$ cat src/rtl/irq_ack_sequencer.sv
// Presents controller interrupts to the CPU one at a time, then acknowledges
// each serviced interrupt with a single APB write to the controller ACK register.
module irq_ack_sequencer #(
    parameter logic [4:0]  ACK_ADDR       = 5'h10,
    parameter int unsigned HOLDOFF_CYCLES = 4,
    parameter int unsigned TAKE_TIMEOUT   = 255
) (
    input  logic        pclk,
    input  logic        rst,
    input  logic [3:0]  INT,
    input  logic [4:0]  IRQ_VECTOR,
    output logic        PSEL,
    output logic        PENABLE,
    output logic        PWRITE,
    output logic [4:0]  PADDR,
    output logic [31:0] PWDATA,
    input  logic [31:0] PRDATA,
    input  logic        PREADY,
    input  logic        PSLVERR,
    output logic        cpu_irq_req,
    output logic [1:0]  cpu_irq_line,
    output logic [4:0]  cpu_irq_vector,
    input  logic        cpu_irq_take,
    input  logic        cpu_eoi,
    output logic        busy,
    output logic        ack_err,
    output logic        timeout_pulse
);

    localparam logic [2:0] S_IDLE       = 3'd0;
    localparam logic [2:0] S_REQ        = 3'd1;
    localparam logic [2:0] S_SERVICE    = 3'd2;
    localparam logic [2:0] S_ACK_SETUP  = 3'd3;
    localparam logic [2:0] S_ACK_ACCESS = 3'd4;
    localparam logic [2:0] S_HOLDOFF    = 3'd5;

    // Last count value before leaving REQ / HOLDOFF; the counter starts at 0.
    localparam logic [7:0] TAKE_LAST = 8'(TAKE_TIMEOUT - 1);
    localparam logic [7:0] HOLD_LAST = 8'(HOLDOFF_CYCLES - 1);

    logic [2:0]  state;
    logic [2:0]  state_n;
    logic [7:0]  cnt;
    logic [7:0]  cnt_n;
    logic [1:0]  line_n;
    logic [4:0]  vector_n;
    logic        timeout_n;
    logic        ack_err_n;
    logic        apb_n;
    logic        unused_prdata;

    assign unused_prdata = ^PRDATA;

    function automatic logic [1:0] lowest_set(input logic [3:0] v);
        logic [1:0] idx;
        logic       found;
        idx   = '0;
        found = 1'b0;
        for (int unsigned i = 0; i < 4; i++) begin
            if (v[i] && !found) begin
                idx   = 2'(i);
                found = 1'b1;
            end
        end
        return idx;
    endfunction

    function automatic logic [7:0] sat_inc(input logic [7:0] v);
        return (v == 8'hFF) ? v : v + 8'd1;
    endfunction

    always_comb begin
        state_n   = state;
        cnt_n     = cnt;
        line_n    = cpu_irq_line;
        vector_n  = cpu_irq_vector;
        timeout_n = 1'b0;
        ack_err_n = ack_err;
        case (state)
            S_IDLE: begin
                if (INT != '0) begin
                    state_n  = S_REQ;
                    cnt_n    = '0;
                    line_n   = lowest_set(INT);
                    vector_n = IRQ_VECTOR;
                end
            end
            S_REQ: begin
                // Take wins over an expiring timeout; EOI has no meaning here.
                if (cpu_irq_take) begin
                    state_n = S_SERVICE;
                end else if (cnt >= TAKE_LAST) begin
                    state_n   = S_HOLDOFF;
                    cnt_n     = '0;
                    timeout_n = 1'b1;
                end else begin
                    cnt_n = sat_inc(cnt);
                end
            end
            S_SERVICE: begin
                if (cpu_eoi) begin
                    state_n = S_ACK_SETUP;
                end
            end
            S_ACK_SETUP: begin
                state_n = S_ACK_ACCESS;
            end
            S_ACK_ACCESS: begin
                if (PREADY) begin
                    state_n = S_HOLDOFF;
                    cnt_n   = '0;
                    if (PSLVERR) begin
                        ack_err_n = 1'b1;
                    end
                end
            end
            S_HOLDOFF: begin
                if (cnt >= HOLD_LAST) begin
                    state_n = S_IDLE;
                end else begin
                    cnt_n = sat_inc(cnt);
                end
            end
            default: begin
                state_n = S_IDLE;
                cnt_n   = '0;
            end
        endcase
    end

    assign apb_n = (state_n == S_ACK_SETUP) || (state_n == S_ACK_ACCESS);

    // Outputs are registered from the next state so they line up with it.
    always_ff @(posedge pclk) begin
        if (rst) begin
            state          <= S_IDLE;
            cnt            <= '0;
            cpu_irq_line   <= '0;
            cpu_irq_vector <= '0;
            cpu_irq_req    <= 1'b0;
            busy           <= 1'b0;
            ack_err        <= 1'b0;
            timeout_pulse  <= 1'b0;
            PSEL           <= 1'b0;
            PENABLE        <= 1'b0;
            PWRITE         <= 1'b0;
            PADDR          <= '0;
            PWDATA         <= '0;
        end else begin
            state          <= state_n;
            cnt            <= cnt_n;
            cpu_irq_line   <= line_n;
            cpu_irq_vector <= vector_n;
            cpu_irq_req    <= (state_n == S_REQ);
            busy           <= (state_n != S_IDLE);
            ack_err        <= ack_err_n;
            timeout_pulse  <= timeout_n;
            PSEL           <= apb_n;
            PENABLE        <= (state_n == S_ACK_ACCESS);
            PWRITE         <= apb_n;
            PADDR          <= apb_n ? ACK_ADDR : '0;
            PWDATA         <= apb_n ? (32'd1 << vector_n) : '0;
        end
    end

endmodule

$ cat config.mk
export PLATFORM = sky130hd
export DESIGN_NAME = irq_ack_sequencer
export DESIGN_NICKNAME = d
export VERILOG_FILES = /design/src/rtl/irq_ack_sequencer.sv
export SDC_FILE = /design/constraint.sdc
export NUM_CORES = 1
export LEC_CHECK = 0
export ABC_CLOCK_PERIOD_IN_PS = 2230
export CELL_PAD_IN_SITES_DETAIL_PLACEMENT = 1
export CELL_PAD_IN_SITES_GLOBAL_PLACEMENT = 1
export CORE_ASPECT_RATIO = 0.7
export CORE_MARGIN = 2
export CORE_UTILIZATION = 31
export DETAILED_ROUTE_END_ITERATION = 12
export PLACE_DENSITY = 0.89
export SLEW_MARGIN = 20
export SYNTH_ARGS = -nofsm -noshare
export SYNTH_HDL_FRONTEND = slang
export SYNTH_SLANG_ARGS = --single-unit
$ cat constraint.sdc
create_clock -name pclk -period 2.23 [get_ports pclk]
set_input_delay 0.223 -clock pclk [delete_from_list [all_inputs] [get_ports pclk]]
set_output_delay 0.223 -clock pclk [all_outputs]
set_load 0.05 [all_outputs]
==> impl_results.md <==
- Outcome: finished, final reports clean
- Vias in the first global route: ~2400
- Switching pwr: 0.8495 mW
- Worst setup SP type: flop
- Post-synth design cell area: 0.002491 mm^2
- Most frequent cells in the layout: clkdlybuf4s50_1, dfxtp_1, nor2_1
- Mapped Cells: 279
- Initial DRC count: 151
- CTS Sinks: 56
- Clock network power share: 0.304
- Total via count after detailed routing: 2397
- Maximum fanout count along the critical path: 14
- CTS Root Cell: clkbuf_16
- Total GRT Usage: 0.1808
- Chip Height: 79 um
- Largest buffer count on any clock path: 2
- Wirelength, routed: 7913 um
- Die outline width: ~110 um
- Uppermost layer routed: met4
- Critical Path AT: 1.87 ns
- Antenna violations before repair: 0
- Global placement routability congestion: 0.8344
- Fill cell instance count of the final layout: 919
- Maxcap violations: 0
- Type of the worst min-delay path: reg -> reg
- Antenna Violating Nets Remaining: 0
- Leftover overflow at the end of global routing: 0
- Share of synthesized area occupied by flip-flops and latches: 0.4500
- Number of rows in the core area: 27
- Wire length on met1: 3654 um
- Vias per cell: 5.291
- Total of flip-flops plus latches after synthesis: 56
- Pin count of the biggest net entering global routing: 25
- Routed length on met2: 3825 um
- Clock tree from TritonCTS: yes
- Max-slew violation total from the final report: 0
- Routed wire length per instance: 17.47 um
- Pwr/cell area: 742.6 mW/mm^2
- Critical path start-end classification: reg -> out
- Effective utilization at floorplan: 0.3178
- Mean instance size in the synthesized netlist: about 8.9 um^2
- Switching power share of the total: 0.3284
- Final worst-path cycle share: 0.9370
- Highest-delay cell along the critical path: clkdlybuf4s50_1
- Combinational group share of total power: 0.272
- Final setup violation count: 0
- Number of failing hold endpoints at the final stage: 0
- Die area: 0.008780 mm^2
- Number of levels the H-tree was split into: 2
- Req. time, crit path: around 2 ns
- Cell Count, Final, Fillers Out: around 450
- First-pass GRT wire length: 12690 um
- Critical path, cell by cell: clkdlybuf4s50_1
- Final clock skew: 0.006000 ns
- Synth Warn #: 0
- I/O pins: 98
- Share of final-layout standard cells stronger than drive strength 1: 0.1335
- Standby leakage power: 1.246 nW
- Relative slew margins: 0.6221
- Hold WS: ~0.47 ns
- Reg clk slew, reported paths: 0.07 ns
- Met3 layer wire length in the routed design: approximately 370 um
- Most common cell after layout, fill and taps aside: clkdlybuf4s50_1
- FMAX: approximately 480 MHz
- Layout area overhead: 39.83%
- Slowest Stage Delay on Critical Path: 0.92 ns
- Area inside the core boundary: 0.007838 mm^2
- Drc violations: 0
- Relative contribution of sequential cells to total power: 0.424
- Worst-Margin Slew: 0.5589 ns
- Number of buffers inserted for hold repair after clock tree synthesis: 0
- Minimum clock period: 2.090 ns
- Total number of nets in the final design: 400
- Peak VDD IR: 345.5 uV
- Synth area leader: dfxtp_1
- Count of distinct cell types in the synthesized netlist: 48
- Placed cell count: between 400 and 500
- Largest cells by area after synthesis: dfxtp_1, nor2_1, mux2i_1
- Family with the most delay on the worst path: buffers and inverters
- CTS buffer count: 5
- Setup repair after global routing missed its margin: no
- Skew-Pair Late Insertion Delay: 0.29 ns
- Antenna diode count: 0
- Port bufs: 61
- Buf+Inv Stages, Crit Path: 1
- Endpoint class of the critical path: primary output
- First-pass detailed-route iteration total: 4
- Internal power contribution: ~1.7 mW
- Half-perimeter wire length of the detailed placement result: 6042 um
- Portion of synthesized cell area occupied by the leading cell type: 0.4500
-- worst min-delay path, cell delays in order (launching register included) --
cell      delay, ns
dfxtp_1        0.31
inv_1          0.05
a221oi_1       0.06
-- per-layer routing --
metal | up-vias | GRT usage
li1 | 1149 | -
met1 | 1193 | 0.2401
met2 | 50 | 0.3025
met3 | 5 | 0.03588
met4 | 0 | 0.05185
met5 | - | 0
-- per-stage QoR --
step                      utilization  TNS, ns  total power [mW]  instance area [um^2]  worst slack, ns
after detailed placement       0.4199   -6.623             1.788                  3291          -0.3353
after CTS                      0.4393        0             2.577                  3443          0.05118
after global placement         0.4199   -5.843             1.757                  3291          -0.2705
final                          0.4444        0             2.587                  3483           0.1405
after global routing           0.4444        0             2.702                  3483          0.03122
after floorplan                     -        0             1.545                  2502           0.3522
-- worst paths after layout --
path	start	endpoint	slack (ns)	cells past startpoint
setup / recovery	cpu_irq_vector[4]$_SDFF_PP0_	cpu_irq_vector[4]	0.14	1
hold / removal	cpu_irq_line[0]$_SDFFE_PP0P_	cpu_irq_line[0]$_SDFFE_PP0P_	0.47	2
setup reg to reg	state[1]$_SDFF_PP0_	PWDATA[29]$_SDFF_PP0_	0.15	6
hold reg to reg	cpu_irq_line[0]$_SDFFE_PP0P_	cpu_irq_line[0]$_SDFFE_PP0P_	0.47	2
-- what timing repair did --
action,4_1_cts,5_1_grt
buffers inserted,0,1
cloned,0,0
resized for setup,1,3
setup endpoints to repair,2,20
pin swaps,0,1
-- kinds of logic (layout without fill, tap and decap cells) --
group	Yosys count	in the layout	synth area share
adders and majority gates	2	2	0.01004
DFF	56	56	0.4500
AOI/OAI and AO/OA	58	58	0.1743
buffers and inverters	28	98	0.06077
muxes	10	10	0.04018
other	1	4	0.001505
and+or+nand+nor	124	124	0.2632
-- Yosys cell counts (all sizes together) --
cell,n
dfxtp,56
nor2,40
nand2,17
buf,16
nor3,15
a21oi,14
nor4,11
a31oi,10
mux2i,10
a41oi,9
a211oi,8
nor2b,7
clkbuf,6
inv,6
nand2b,6
nor3b,4
and3,3
and4,3
nand3,3
nor4b,3
o21a,3
o21ai,3
or2,3
a21o,2
a221oi,2
a31o,2
and3b,2
ha,2
or3,2
a311oi,1
a32o,1
and2,1
conb,1
nand3b,1
nand4,1
nand4bb,1
o2111ai,1
o211ai,1
o221ai,1
or3b,1
-- power by group through the flow --
| stage | sequential [mW] | clock, mW | combinational (mW) |
|---|---|---|---|
| after detailed placement | 1.12 | 0 | 0.668 |
| after global routing | 1.10 | 0.845 | 0.751 |
| after global placement | 1.11 | 0 | 0.644 |
| after CTS | 1.10 | 0.805 | 0.675 |
| after floorplan | 1.19 | 0 | 0.360 |
| final | 1.10 | 0.787 | 0.702 |
-- cell type report --
type	count	area [um^2]	area share
multi-input cells	198	1259	0.3614
flip-flops and latches	56	1121	0.3218
repair buffers	84	808.3	0.2320
well taps	101	126.4	0.03628
clock buffers	5	125.1	0.03592
inverters	6	22.52	0.006466
clock inverters	3	21.27	0.006106
-- sequential cells by signal, indices dropped and copies added, names as in the netlist --
| name | count |
|---|---|
| PWDATA | 32 |
| cnt | 8 |
| cpu_irq_vector | 5 |
| state | 3 |
| cpu_irq_line | 2 |
| PADDR | 1 |
| PENABLE | 1 |
| ack_err | 1 |
| busy | 1 |
| cpu_irq_req | 1 |
| timeout_pulse | 1 |
(Power assumes the default switching activity.)
